[config.mk]
export PLATFORM = sky130hd
export DESIGN_NAME = cdd_sector_framer
export DESIGN_NICKNAME = d
export VERILOG_FILES = /design/src/rtl/cdd_pkg.sv /design/src/rtl/cdd_descrambler.sv /design/src/rtl/cdd_sector_framer.sv
export SDC_FILE = /design/constraint.sdc
export NUM_CORES = 1
export LEC_CHECK = 0
export CAP_MARGIN = 20
export CORE_MARGIN = 5
export CORE_UTILIZATION = 33
export CTS_CLUSTER_DIAMETER = 80
export CTS_CLUSTER_SIZE = 16
export DETAILED_ROUTE_END_ITERATION = 6
export SLEW_MARGIN = 20
export SYNTH_ARGS = -nofsm -noshare
export SYNTH_HDL_FRONTEND = slang
export SYNTH_SLANG_ARGS = --single-unit
[constraint.sdc]
create_clock -name clk -period 2.7 [get_ports clk]
set_input_delay 0.405 -clock clk [delete_from_list [all_inputs] [get_ports clk]]
set_output_delay 0.405 -clock clk [all_outputs]
set_load 0.01 [all_outputs]
[src/rtl/cdd_pkg.sv]
// Shared constants and types for the CD sector framer and its descrambler.
package cdd_pkg;
  localparam int          SECTOR_WORDS = 1176;
  localparam int          BODY_START   = 6;
  localparam logic [14:0] LFSR_SEED    = 15'h0001;

  // Element 5 is the oldest word, matching the delay-line ordering.
  localparam logic [5:0][15:0] SYNC_PAT = {16'h00FF, 16'hFFFF, 16'hFFFF,
                                           16'hFFFF, 16'hFFFF, 16'hFF00};

  typedef enum logic {HUNT = 1'b0, LOCK = 1'b1} state_t;
  typedef logic [5:0][15:0] dline_t;
endpackage

[src/rtl/cdd_descrambler.sv]
// CD-ROM scrambler stream: 15-bit LFSR advanced 16 bits per body word.
// Mask bits are LSB-first per byte, high byte first.
module cdd_descrambler
  import cdd_pkg::*;
(
  input  logic        clk,
  input  logic        rst_n,
  input  logic        load,
  input  logic        step,
  output logic [15:0] mask
);
  logic [14:0] lfsr;
  logic [14:0] lfsr_nxt;
  logic [15:0] stream;

  // stream[i] holds the bit produced on step i of this word.
  always_comb begin
    lfsr_nxt = lfsr;
    stream   = '0;
    for (int i = 0; i < 16; i++) begin
      stream   = {lfsr_nxt[0], stream[15:1]};
      lfsr_nxt = {lfsr_nxt[0] ^ lfsr_nxt[1], lfsr_nxt[14:1]};
    end
    mask = {stream[7:0], stream[15:8]};
  end

  always_ff @(posedge clk or negedge rst_n) begin
    if (!rst_n) begin
      lfsr <= LFSR_SEED;
    end else if (load) begin
      lfsr <= LFSR_SEED;
    end else if (step) begin
      lfsr <= lfsr_nxt;
    end
  end
endmodule

[src/rtl/cdd_sector_framer.sv]
// Sync hunt, flywheel lock and descramble of CD-ROM sectors into 1176-word
// strobed output; reports header, lock status and lock-loss count.
module cdd_sector_framer
  import cdd_pkg::*;
#(
  parameter int MISS_MAX = 2
) (
  input  logic        clk,
  input  logic        rst_n,
  input  logic [15:0] din,
  input  logic        din_valid,
  input  logic        resync,
  input  logic        descr_en,
  output logic [15:0] cd_d,
  output logic        cd_ck,
  output logic        sector_start,
  output logic        sector_done,
  output logic [31:0] header,
  output logic        sync_lock,
  output logic [7:0]  lost_cnt
);
  localparam logic [10:0] LAST_WORD = 11'(SECTOR_WORDS - 1);
  localparam logic [10:0] BODY_W    = 11'(BODY_START);

  state_t      state, state_nxt;
  dline_t      dl, dl_shift;
  logic [10:0] wcnt, wcnt_nxt;
  logic [1:0]  miss, miss_nxt;
  logic [2:0]  miss_inc;
  logic        match, emit, lost_inc, body;
  logic [15:0] mask, out_word;

  assign dl_shift  = {dl[4:0], din};
  assign match     = (dl_shift == SYNC_PAT);
  assign miss_inc  = {1'b0, miss} + 3'd1;
  assign body      = (wcnt >= BODY_W);
  assign out_word  = dl[5] ^ ((descr_en && body) ? mask : 16'h0000);
  assign sync_lock = (state == LOCK);

  always_ff @(posedge clk or negedge rst_n) begin
    if (!rst_n) state <= HUNT;
    else        state <= state_nxt;
  end

  always_comb begin
    state_nxt = state;
    wcnt_nxt  = wcnt;
    miss_nxt  = miss;
    emit      = 1'b0;
    lost_inc  = 1'b0;
    if (resync) begin
      state_nxt = HUNT;
      miss_nxt  = '0;
      wcnt_nxt  = '0;
    end else if (din_valid) begin
      case (state)
        HUNT: begin
          if (match) begin
            state_nxt = LOCK;
            wcnt_nxt  = '0;
            miss_nxt  = '0;
          end
        end
        LOCK: begin
          emit = 1'b1;
          if (wcnt == LAST_WORD) begin
            // Flywheel: the next sector starts here whether or not sync matched.
            wcnt_nxt = '0;
            if (match) begin
              miss_nxt = '0;
            end else if (int'(miss_inc) >= MISS_MAX) begin
              state_nxt = HUNT;
              miss_nxt  = '0;
              lost_inc  = 1'b1;
            end else begin
              miss_nxt = miss_inc[1:0];
            end
          end else begin
            wcnt_nxt = wcnt + 11'd1;
          end
        end
        default: state_nxt = HUNT;
      endcase
    end
  end

  cdd_descrambler u_descr (
    .clk   (clk),
    .rst_n (rst_n),
    .load  (emit && !body),
    .step  (emit && body),
    .mask  (mask)
  );

  always_ff @(posedge clk or negedge rst_n) begin
    if (!rst_n) begin
      dl           <= '0;
      wcnt         <= '0;
      miss         <= '0;
      cd_d         <= '0;
      cd_ck        <= 1'b0;
      sector_start <= 1'b0;
      sector_done  <= 1'b0;
      header       <= '0;
      lost_cnt     <= '0;
    end else begin
      if (din_valid) dl <= dl_shift;
      wcnt         <= wcnt_nxt;
      miss         <= miss_nxt;
      cd_ck        <= emit;
      sector_start <= emit && (wcnt == 11'd0);
      sector_done  <= emit && (wcnt == LAST_WORD);
      if (emit) cd_d <= out_word;
      if (emit && wcnt == 11'd6) header[31:16] <= out_word;
      if (emit && wcnt == 11'd7) header[15:0]  <= out_word;
      if (lost_inc && lost_cnt != 8'hFF) lost_cnt <= lost_cnt + 8'd1;
    end
  end
endmodule

# Word-level counts from Yosys, hierarchy flattened
# Cells that the tools add are included.
[classes]
addsub = 3
n_lt_le_gt_ge = 2
eq_ne = 7
muxes = 31
bitwise = 18
n_reduce_logical = 14
[ops]
columns = ["cell", "count"]
rows = [
  ["equality test 96 x 88 -> 1 bit, second input constant", 1],
  ["two-way mux 11 bit", 4],
  ["two-way mux 15 bit", 2],
  ["equality test 11 x 3 -> 1 bit, second input constant", 2],
  ["one-hot mux 11 bit (2 select lines)", 1],
  ["two-way mux 16 bit", 1],
  ["bitwise XOR 1 bit", 16],
  ["bitwise XOR 16 bit", 1],
  ["two-way mux 1 bit", 15],
  ["two-way mux 2 bit", 6],
  ["adder 11 x 1 -> 11 bit, second input constant", 1],
  ["equality test 11 bit, second input constant", 1],
  ["greater-or-equal comparator 11 x 3 -> 1 bit, second input constant", 1],
  ["zero test 11 bit", 1],
  ["adder 8 x 1 -> 8 bit, second input constant", 1],
  ["logical AND 1 bit", 8],
  ["inequality test 8 bit, second input constant", 1],
  ["one-hot mux 2 bit (2 select lines)", 1],
  ["nonzero test 2 bit", 2],
  ["adder 2 x 1 -> 3 bit, second input constant", 1],
  ["greater-or-equal comparator 3 x 2 -> 1 bit, second input constant", 1],
  ["inequality test 3 x 2 -> 1 bit, second input constant", 1],
  ["inequality test 3 bit, second input constant", 1],
  ["AND reduction 3 bit", 1],
  ["4 further kinds", 4],
]
[word_totals]
regBits = 184
output_inout_bits = 60
word_cells = 92

# Longest topological paths before layout
# Gate-level depths: netlist (run 1).
[depth]
ltp_word = 9
depth_mapped = 10
mapped_depth_nobuf = 7

# Hierarchy
# Synthesis (run 1) repeated with hierarchy kept, for this count alone.
[hier_totals]
cells_unflattened = 630
area_unflattened_um2 = 8195.4
[by_module_without_submodules]
columns = ["mod", "instances", "cells_per_inst", "area_per_inst_um2", "seq_area_each_um2"]
rows = [
  ["cdd_sector_framer", 1, 561, 7389.6, 4229.1],
  ["cdd_descrambler", 1, 69, 805.8, 376.6],
]

# Least setup slack after synthesis (run 1)
# Ideal clock, no wire load.
[synth_timing]
path_kind = "input-to-reg"
startpoint = "in din[5]"
endpoint = "reg lost_cnt[6]"
setup_ns = 0.125
arrival_time_ns = 2.034
setup_slack_ns = 0.541
stages = 7
path_cell_list = "or4_1 -> nor4_1 -> nand4_1 -> or2_1 -> buf_6 -> nand3_2 -> mux2_4"
[synth_via]
elab_chain_len = 7
[synth_rtl]
columns = ["item", "line", "rtl"]
rows = [
  ["start: declaration", "cdd_sector_framer.sv:10", "input logic [15:0] din,"],
  ["equality test 96 x 88 -> 1 bit", "cdd_sector_framer.sv:34", "assign match = (dl_shift == SYNC_PAT);"],
  ["two-way mux 1 bit", "cdd_sector_framer.sv:69", "if (match) begin"],
  ["two-way mux 1 bit", "cdd_sector_framer.sv:66", "if (wcnt == LAST_WORD) begin"],
  ["two-way mux 1 bit", "cdd_sector_framer.sv:56", "case (state)"],
  ["two-way mux 1 bit", "cdd_sector_framer.sv:55", "end else if (din_valid) begin"],
  ["two-way mux 1 bit", "cdd_sector_framer.sv:51", "if (resync) begin"],
  ["logical AND 1 bit", "cdd_sector_framer.sv:116", "if (lost_inc && lost_cnt != 8'hFF) lost_cnt <= lost_cnt + 8'd1;"],
  ["end signal: assignment", "cdd_sector_framer.sv:116", ""],
  ["end: declaration", "cdd_sector_framer.sv:20", "output logic [7:0] lost_cnt"],
]
# No other way between the ends.
# A chain may end at the register's enable or synchronous reset.

# Final worst setup path (run 1)
[layout_timing]
startpoint = "reg dl[76] (netlist name)"
endpoint = "reg lost_cnt[1]"
[layout_via]
elab_chain_len = 7
[layout_rtl]
columns = ["item", "line", "rtl"]
rows = [
  ["start: declaration", "cdd_sector_framer.sv:26", "dline_t dl, dl_shift;"],
  ["start signal: assignment", "cdd_sector_framer.sv:107", "if (din_valid) dl <= dl_shift;"],
  ["equality test 96 x 88 -> 1 bit", "cdd_sector_framer.sv:34", ""],
  ["two-way mux 1 bit", "cdd_sector_framer.sv:69", ""],
  ["two-way mux 1 bit", "cdd_sector_framer.sv:66", ""],
  ["two-way mux 1 bit", "cdd_sector_framer.sv:56", ""],
  ["two-way mux 1 bit", "cdd_sector_framer.sv:55", ""],
  ["two-way mux 1 bit", "cdd_sector_framer.sv:51", ""],
  ["logical AND 1 bit", "cdd_sector_framer.sv:116", ""],
]
# No other way between the ends.

==> results of run 1 <==
[state kept, by name, indices dropped and copies added, names as in the netlist]
name,cells
dl,96
sync_lock,1
lost_cnt,8
u_descr.lfsr,15
wcnt,11
sector_start,1
cd_d,16
miss,2
sector_done,1
header,32
cd_ck,1
[layout make-up]
class,count,area (sq um)
Clock buffer,19,442.9
Sequential cell,184,4606
Inverter,8,30.03
Tap cell,313,391.6
Timing Repair Buffer,104,1020
Clock inverter,13,162.7
Fill cell,2154,13200
Multi-Input combinational cell,395,2922
[logic make-up (layout without fill, tap and decap cells)]
logic type | Yosys count | in the layout | synth area share (%)
compound gates | 91 | 91 | 7.050
xor+xnor | 38 | 38 | 4.331
fa+ha+maj | 6 | 6 | 0.9769
buf+inv | 38 | 144 | 2.068
flops | 184 | 184 | 59.93
mux | 100 | 100 | 14.67
simple gates | 160 | 160 | 10.97
[synth_stat cells, types with 4 or more instances]
cell type and n:
sky130_fd_sc_hd__clkbuf_1 23, sky130_fd_sc_hd__a31oi_1 8, sky130_fd_sc_hd__nand4_1 23, sky130_fd_sc_hd__nor4_1 6
sky130_fd_sc_hd__and3_1 8, sky130_fd_sc_hd__dfrtp_1 183, sky130_fd_sc_hd__inv_1 7, sky130_fd_sc_hd__nand2b_1 6
sky130_fd_sc_hd__nor2_1 4, sky130_fd_sc_hd__xnor2_1 10, sky130_fd_sc_hd__nor3_1 6, sky130_fd_sc_hd__a21oi_1 11
sky130_fd_sc_hd__xor2_1 28, sky130_fd_sc_hd__nand2_1 77, sky130_fd_sc_hd__nand3_1 8, sky130_fd_sc_hd__ha_1 6
sky130_fd_sc_hd__buf_2 4, sky130_fd_sc_hd__nand4b_1 5, sky130_fd_sc_hd__o21ai_0 50, sky130_fd_sc_hd__mux2_2 97
sky130_fd_sc_hd__a22o_1 14
[how the worst max path moves through the flow]
| stage | from | to | slack [ns] | depth (start not counted) |
|---|---|---|---|---|
| global route | dl[76] | lost_cnt[1] | 0.05 | 7 |
| CTS | dl[76] | lost_cnt[1] | 0.15 | 7 |
| detailed placement | din[5] | lost_cnt[1] | -0.15 | 8 |
| finish | dl[76] | lost_cnt[1] | 0.21 | 7 |
| global placement | din[5] | lost_cnt[1] | -0.13 | 8 |
| floorplan | din[5] | lost_cnt[6] | 0.54 | 7 |
[timing repair]
action	in CTS	in global routing
endpoints found under the hold margin	51	0
setup buffers	0	0
setup endpoints to repair	0	0
hold buffers	1	0
[per-stage QoR]
stage               cell area, sq um  TNS, ns  std cells
floorplan                       7685        0        617
global placement                8959  -0.7360       1003
detailed placement              8959   -1.067       1003
CTS                             9574        0       1036
global route                    9574        0       1036
finish                          9574        0       1036
[power by group through the flow]
stage / Combinational, uW / Clock (uW) / Sequential (uW)
after CTS: 611 / 2610 / 3350
final: 597 / 2530 / 3350
after global routing: 669 / 2710 / 3400
after detailed placement: 607 / 0 / 3410
after global placement: 596 / 0 / 3400
after floorplan: 423 / 0 / 3280
[per-layer routing]
metal | vias to the layer above | part of all wire (%) | global-route usage (%) | routed length, microns
met3 | 9 | 4.7 | 3.341 | 743
li1 | 2384 | - | - | -
met1 | 2387 | 52 | 18.56 | 8260
met5 | - | 0 | 0 | 0
met2 | 88 | 42 | 17.49 | 6623
met4 | 0 | 0.76 | 2.974 | 120
[worst max-delay path: stages, from the launching register on]
cell,delay (ns)
sky130_fd_sc_hd__dfrtp_1,0.41
sky130_fd_sc_hd__or4b_1,0.54
sky130_fd_sc_hd__nor4_1,0.34
sky130_fd_sc_hd__buf_4,0.18
sky130_fd_sc_hd__nand4_1,0.11
sky130_fd_sc_hd__or2_1,0.32
sky130_fd_sc_hd__nand3_1,0.12
sky130_fd_sc_hd__mux2_2,0.34
==> summary.json, run 1 <==
{
  "synth_nets": {"value": 644},
  "number_of_global_route_vias_before_repair": {"value": 4787},
  "startpoint_class_of_the_critical_path": {"value": "flip-flop"},
  "setup-violations-final": {"value": 0},
  "syn-mean-instance-area": {"value": 12.46, "unit": "sq um"},
  "netlist.top_cell.by_area": {"value": "sky130_fd_sc_hd__dfrtp_1"},
  "num_antenna_cells": {"value": 0},
  "dp_hpwl": {"value": 11010, "unit": "microns"},
  "ys_ff_latch": {"value": 184},
  "fmax": {"value": 401.7, "unit": "MHz"},
  "r2r-start": {"value": "dl[76]"},
  "routabilityCongestion": {"value": 0.7355},
  "cts.reportedPaths.clkPinSlew": {"value": 0.07, "unit": "ns"},
  "drtIter0Drc": {"value": 261},
  "cap_violations": {"value": 0},
  "critPathCaptureType": {"value": "flip-flop"},
  "dpl_worst_slack": {"value": -0.1511, "unit": "ns"},
  "cts_buffer_depth": {"value": 2},
  "nNetsFinal": {"value": 737},
  "most-common-layout-cells": {"value": "sky130_fd_sc_hd__dfrtp_1, sky130_fd_sc_hd__mux2_2, sky130_fd_sc_hd__clkdlybuf4s50_1"},
  "first_pass_iters": {"value": 4},
  "fin_worst_skew": {"value": 0.01361, "unit": "ns"},
  "cellPowerDensity": {"value": 676.9, "unit": "nW/um^2"},
  "layout_commonest_cell": {"value": "sky130_fd_sc_hd__dfrtp_1"},
  "grtUsageTotal": {"value": 12.28, "unit": "%"},
  "r2r_setup_slack": {"value": 0.21, "unit": "ns"},
  "post-route-min-period": {"value": 2.490, "unit": "ns"},
  "hold_start": {"value": "din_valid"},
  "die-width": {"value": 162.6, "unit": "microns"},
  "final.hold.worst_slack": {"value": 0.4344, "unit": "ns"},
  "peakVddDrop": {"value": 430.0, "unit": "uV"},
  "hold_viol": {"value": 0},
  "synthFlopType": {"value": "sky130_fd_sc_hd__dfrtp_1"},
  "p_leak": {"value": 0.004087, "unit": "uW"},
  "post_route_cells_drive_above_1_share": {"value": 22.54, "unit": "%"},
  "capture_point_of_the_worst_reg_to_reg_path": {"value": "lost_cnt[1]"},
  "netlist_top_cells_area": {"value": "sky130_fd_sc_hd__dfrtp_1, sky130_fd_sc_hd__mux2_2, sky130_fd_sc_hd__nand2_1"},
  "ioPinCount": {"value": 81},
  "fin_crit_sh": {"value": 92.21, "unit": "%"},
  "vias_per_std_cell": {"value": 4.699},
  "synth_top_area_share": {"value": 59.59, "unit": "%"},
  "worst-path-max-fanout": {"value": 6},
  "avgRoutedWirePerCell": {"value": 15.20, "unit": "microns"},
  "htreeDepth": {"value": 4},
  "tritoncts": {"value": "yes"},
  "cts_repair_resized_insts": {"value": 0},
  "die-area": {"value": 26440, "unit": "sq um"},
  "grt_remaining_overflow": {"value": 0},
  "core_area": {"value": 22780, "unit": "sq um"},
  "timing.hold.worst_endpoint": {"value": "wcnt[3]"},
  "combPwrFrac": {"value": 9.2, "unit": "%"},
  "antenna_found_initial": {"value": 0},
  "yosysWarnings": {"value": 0},
  "clkSinkCount": {"value": 184},
  "port-buffer-count": {"value": 80},
  "setup.worst_path.class": {"value": "reg -> reg"},
  "synth_sequential_area_ratio": {"value": 59.93, "unit": "%"},
  "report.final.slew_viol_count": {"value": 0},
  "arrival": {"value": 2.79, "unit": "ns"},
  "cp.required": {"value": 3.00, "unit": "ns"},
  "status": {"value": "finished, final reports clean"},
  "worstHoldPathType": {"value": "in -> reg"},
  "totalWireLength": {"value": 15750, "unit": "microns"},
  "vias": {"value": 4868},
  "flow.area_growth_from_synthesis": {"value": 24.58, "unit": "%"},
  "total_design_power": {"value": 6481, "unit": "uW"},
  "rsz0062_at_grt": {"value": "no"},
  "hold_depth": {"value": 4},
  "numCtsBuffers": {"value": 17},
  "share_seq_of_total_power": {"value": 51.7, "unit": "%"},
  "drc_errors": {"value": 0},
  "route.antenna.remaining_nets": {"value": 0},
  "grt_max_degree": {"value": 61},
  "core.rowCount": {"value": 55},
  "switching_power_as_a_share_of_total_power": {"value": 25.30, "unit": "%"},
  "clk_root_buffer_cell": {"value": "sky130_fd_sc_hd__clkbuf_16"},
  "power.switching": {"value": 1639, "unit": "uW"},
  "edff_count_synth": {"value": 0},
  "synthCells": {"value": 617},
  "synth.lib_cells_used.distinct": {"value": 50},
  "layout.core_utilization": {"value": 42.03, "unit": "%"},
  "worstSkewPairLatency": {"value": 0.42, "unit": "ns"},
  "async_reset_ff_share": {"value": 100.0, "unit": "%"},
  "worst-slew-pin-transition": {"value": 0.8744, "unit": "ns"},
  "mappedNetlistArea": {"value": 7685, "unit": "sq um"},
  "initial_core_util": {"value": 33.74, "unit": "%"},
  "chipHeight": {"value": 162.6, "unit": "microns"},
  "worst-r2r-cell-count": {"value": 7},
  "power_frac_clock": {"value": 39.1, "unit": "%"},
  "timing.final.ws_setup": {"value": 0.2103, "unit": "ns"},
  "slew-limit-headroom": {"value": 41.58, "unit": "%"},
  "grt_first_pass_wirelength": {"value": 26290, "unit": "microns"},
  "internal_power_consumption": {"value": 4841, "unit": "uW"}
}
Power figures use the tool's default switching activity.
==> run 2, diff against run 1 <==
--- a/config.mk
+++ b/config.mk
@@ -5,13 +5,11 @@
 export SDC_FILE = /design/constraint.sdc
 export NUM_CORES = 1
 export LEC_CHECK = 0
-export CAP_MARGIN = 20
 export CORE_MARGIN = 5
 export CORE_UTILIZATION = 33
 export CTS_CLUSTER_DIAMETER = 80
 export CTS_CLUSTER_SIZE = 16
 export DETAILED_ROUTE_END_ITERATION = 6
-export SLEW_MARGIN = 20
 export SYNTH_ARGS = -nofsm -noshare
 export SYNTH_HDL_FRONTEND = slang
 export SYNTH_SLANG_ARGS = --single-unit
==> results of run 2 <==
Same layout as run 1: the final DEF is identical, and so are final timing and power.
==> run 3, diff against run 2 <==
--- a/config.mk
+++ b/config.mk
@@ -10,6 +10,8 @@
 export CTS_CLUSTER_DIAMETER = 80
 export CTS_CLUSTER_SIZE = 16
 export DETAILED_ROUTE_END_ITERATION = 6
+export SETUP_SLACK_MARGIN = 0.02
 export SYNTH_ARGS = -nofsm -noshare
 export SYNTH_HDL_FRONTEND = slang
+export SYNTH_HIERARCHICAL = 1
 export SYNTH_SLANG_ARGS = --single-unit
==> summary.json, run 3 <==
{
  "startpoint_class_of_the_critical_path": {"value": "flip-flop"},
  "layout_commonest_cell": {"value": "sky130_fd_sc_hd__dfrtp_1"},
  "worst-path-max-fanout": {"value": 6, "change": "unchanged"},
  "avgRoutedWirePerCell": {"value": 16.95, "unit": "microns", "change": "+11%"},
  "peakVddDrop": {"value": 334.4, "unit": "uV", "change": "-22%"},
  "top_register": {"value": "dl"},
  "final.hold.worst_slack": {"value": 0.5059, "unit": "ns", "change": "+0.07155 ns"},
  "number_of_global_route_vias_before_repair": {"value": 5358, "change": "+12%"},
  "rsz0062_at_grt": {"value": "no"},
  "htreeDepth": {"value": 4, "change": "unchanged"},
  "slew-limit-headroom": {"value": 59.29, "unit": "%", "change": "+18 points"},
  "synth_top_area_share": {"value": 55.88, "unit": "%", "change": "-3.7 points"},
  "async_reset_ff_share": {"value": 100.0, "unit": "%", "change": "unchanged"},
  "critPathCaptureType": {"value": "flip-flop"},
  "worst-r2r-cell-count": {"value": 7, "change": "unchanged"},
  "post-route-min-period": {"value": 2.509, "unit": "ns", "change": "+0.01928 ns"},
  "clk_root_buffer_cell": {"value": "sky130_fd_sc_hd__clkbuf_16"},
  "netlist_top_cells_count": {"value": "sky130_fd_sc_hd__dfrtp_1, sky130_fd_sc_hd__mux2_2, sky130_fd_sc_hd__nand4_1"},
  "postLayoutCellArea": {"value": 10130, "unit": "sq um", "change": "+5.9%"},
  "synth_sequential_area_ratio": {"value": 56.20, "unit": "%", "change": "-3.7 points"},
  "layout_top_registers": {"value": "dl (96), header (32), cd_d (16)"},
  "hold_depth": {"value": 1, "change": "-3"},
  "r2r-start": {"value": "dl[72]"},
  "layout.core_utilization": {"value": 41.55, "unit": "%", "change": "-0.48 points"},
  "vias_per_std_cell": {"value": 5.022, "change": "+6.9%"},
  "num_antenna_cells": {"value": 0, "change": "unchanged"},
  "vias": {"value": 5333, "change": "+9.6%"},
  "report.final.slew_viol_count": {"value": 0, "change": "unchanged"},
  "die-area": {"value": 28090, "unit": "sq um", "change": "+6.2%"},
  "drc_errors": {"value": 0, "change": "unchanged"},
  "fillers": {"value": 2320, "change": "+7.7%"},
  "finalNonFillerCells": {"value": 1062, "change": "+2.5%"},
  "synthFlopType": {"value": "sky130_fd_sc_hd__dfrtp_1"},
  "initial_core_util": {"value": 33.60, "unit": "%", "change": "-0.14 points"},
  "setup.worst_path.class": {"value": "reg -> reg"},
  "status": {"value": "finished, final reports clean"},
  "fin_worst_skew": {"value": 0.009564, "unit": "ns", "change": "-0.004049 ns"},
  "arrival": {"value": 2.86, "unit": "ns", "change": "+0.07 ns"},
  "cts_buffer_depth": {"value": 2, "change": "unchanged"},
  "route.antenna.remaining_nets": {"value": 0, "change": "unchanged"},
  "grtUsageTotal": {"value": 13.30, "unit": "%", "change": "+1.0 points"},
  "syn-mean-instance-area": {"value": 13.01, "unit": "sq um", "change": "+4.4%"},
  "first_pass_iters": {"value": 4, "change": "unchanged"},
  "post_route_cells_drive_above_1_share": {"value": 30.49, "unit": "%", "change": "+7.9 points"},
  "core.rowCount": {"value": 57, "change": "+3.6%"},
  "port-buffer-count": {"value": 80, "change": "unchanged"},
  "synthCells": {"value": 630, "change": "+2.1%"},
  "edff_count_synth": {"value": 0, "change": "unchanged"},
  "numCtsBuffers": {"value": 17, "change": "unchanged"},
  "post-synth-top-count-cell": {"value": "sky130_fd_sc_hd__dfrtp_1"},
  "flow.area_growth_from_synthesis": {"value": 23.66, "unit": "%"},
  "clkSinkCount": {"value": 184, "change": "unchanged"},
  "capture_point_of_the_worst_reg_to_reg_path": {"value": "wcnt[1]"},
  "fmax": {"value": 398.6, "unit": "MHz", "change": "-0.77%"},
  "p_leak": {"value": 0.004146, "unit": "uW", "change": "+1.5%"},
  "die-width": {"value": 167.6, "unit": "microns", "change": "+3.1%"},
  "timing.hold.worst_endpoint": {"value": "header[16]"},
  "routabilityCongestion": {"value": 0.8125, "change": "+10%"},
  "hold_viol": {"value": 0, "change": "unchanged"},
  "largest_register_ffs": {"value": 96, "change": "unchanged"},
  "tritoncts": {"value": "yes"},
  "ys_ff_latch": {"value": 184, "change": "unchanged"},
  "dp_hpwl": {"value": 12730, "unit": "microns", "change": "+16%"},
  "setup-violations-final": {"value": 0, "change": "unchanged"},
  "grt_first_pass_wirelength": {"value": 30340, "unit": "microns", "change": "+15%"},
  "totalWireLength": {"value": 18000, "unit": "microns", "change": "+14%"},
  "cellPowerDensity": {"value": 659.5, "unit": "nW/um^2", "change": "-2.6%"},
  "synth.lib_cells_used.distinct": {"value": 52, "change": "+4.0%"},
  "cap_violations": {"value": 0, "change": "unchanged"},
  "drtIter0Drc": {"value": 344, "change": "+32%"},
  "netlist_top_cells_area": {"value": "sky130_fd_sc_hd__dfrtp_1, sky130_fd_sc_hd__mux2_2, sky130_fd_sc_hd__xnor2_1"},
  "cp.required": {"value": 3.05, "unit": "ns", "change": "+0.05 ns"},
  "cts.reportedPaths.clkPinSlew": {"value": 0.07, "unit": "ns", "change": "about the same"},
  "post-cts-setup-buffer-count": {"value": 0, "change": "unchanged"},
  "mappedNetlistArea": {"value": 8195, "unit": "sq um", "change": "+6.6%"},
  "worst-slew-pin-transition": {"value": 0.6093, "unit": "ns", "change": "-0.2651 ns"},
  "placed_cell_area": {"value": 9510, "unit": "sq um", "change": "+6.2%"},
  "fin_crit_sh": {"value": 92.92, "unit": "%", "change": "+0.71 points"},
  "nNetsFinal": {"value": 752, "change": "+2.0%"},
  "worstSkewPairLatency": {"value": 0.43, "unit": "ns", "change": "about the same"},
  "grt_remaining_overflow": {"value": 0, "change": "unchanged"},
  "hold_start": {"value": "header[16]"},
  "antenna_found_initial": {"value": 0, "change": "unchanged"},
  "chipHeight": {"value": 167.6, "unit": "microns", "change": "+3.1%"},
  "netlist.top_cell.by_area": {"value": "sky130_fd_sc_hd__dfrtp_1"},
  "grt_max_degree": {"value": 109, "change": "+79%"},
  "r2r_setup_slack": {"value": 0.19, "unit": "ns", "change": "-0.02 ns"},
  "dp_cells": {"value": 1029, "change": "+2.6%"},
  "core_area": {"value": 24390, "unit": "sq um", "change": "+7.1%"},
  "ioPinCount": {"value": 81, "change": "unchanged"},
  "worstHoldPathType": {"value": "reg -> reg"},
  "most-common-layout-cells": {"value": "sky130_fd_sc_hd__dfrtp_1, sky130_fd_sc_hd__mux2_2, sky130_fd_sc_hd__clkdlybuf4s50_1"},
  "yosysWarnings": {"value": 6, "change": "+6"},
  "synth_nets": {"value": 657, "change": "+2.0%"},
  "setup_tns": {"value": 0, "unit": "ns", "change": "unchanged"}
}
[run 3: power breakdown]
| part | switching, uW | internal [uW] |
|---|---|---|
| clock network | 1160 | 1410 |
| logic | 296 | 402 |
| registers | 346 | 3080 |
| total | 1800 | 4880 |
[run 3: how the worst max path moves through the flow]
stage | endpoint | slack [ns] | start
floorplan | u_descr/lfsr[13] | 0.44 | din_valid
global placement | wcnt[1] | 0.02 | din[5]
detailed placement | wcnt[1] | 0.03 | din[5]
CTS | wcnt[1] | 0.14 | dl[76]
global route | wcnt[1] | 0.07 | dl[76]
finish | wcnt[1] | 0.19 | dl[72]
[run 3: logic make-up after synthesis]
family                   count (synthesis)  synth area share (%)
XOR/XNOR                                40                 4.366
buffers and inverters                   39                 2.015
adder cells (fa/ha/maj)                  6                0.9160
AND/OR/NAND/NOR                        170                 11.68
multiplexers                           146                 20.05
flip-flops                             184                 56.20
AO/OA/AOI/OAI                           45                 4.779
[run 3: repair_timing]
action                                  CTS  global route
endpoints found under the hold margin     4             0
endpoints found under the setup margin    0             1
hold buffers                              1             0
gates resized for setup                   0             1
[run 3: area by class of cell]
type | count | area [sq um] | area share, %
Sequential cell | 184 | 4606 | 45.44
Inverter | 12 | 45.04 | 0.4444
Multi-Input combinational cell | 407 | 3431 | 33.85
Clock buffer | 17 | 425.4 | 4.198
Tap cell | 324 | 405.4 | 4.000
Timing Repair Buffer | 103 | 1040 | 10.26
Clock inverter | 15 | 182.7 | 1.802
[run 3: metrics by stage]
step	power (uW)	setup WS (ns)
6_report	6684	0.1910
5_1_grt	6996	0.06787
4_1_cts	6769	0.1423
3_5_place_dp	4174	0.03060
3_3_place_gp	4159	0.02047
2_1_floorplan	3800	0.4400
[run 3: per-layer routing]
metal	GRT usage, %	vias up	part of all wire [%]
met1	19.69	2701	50
met5	0	-	0
met4	3.282	0	0.87
li1	-	2513	-
met3	3.159	13	4.7
met2	19.70	106	44
[run 3: worst max-delay path, cell delays in order, from the launching register on]
cell and delay (ns):
sky130_fd_sc_hd__dfrtp_1 0.37, sky130_fd_sc_hd__or4b_2 0.71, sky130_fd_sc_hd__nor4_1 0.34, sky130_fd_sc_hd__buf_4 0.17
sky130_fd_sc_hd__nand4_1 0.16, sky130_fd_sc_hd__nor2_1 0.20, sky130_fd_sc_hd__a211o_1 0.28, sky130_fd_sc_hd__mux2i_1 0.20
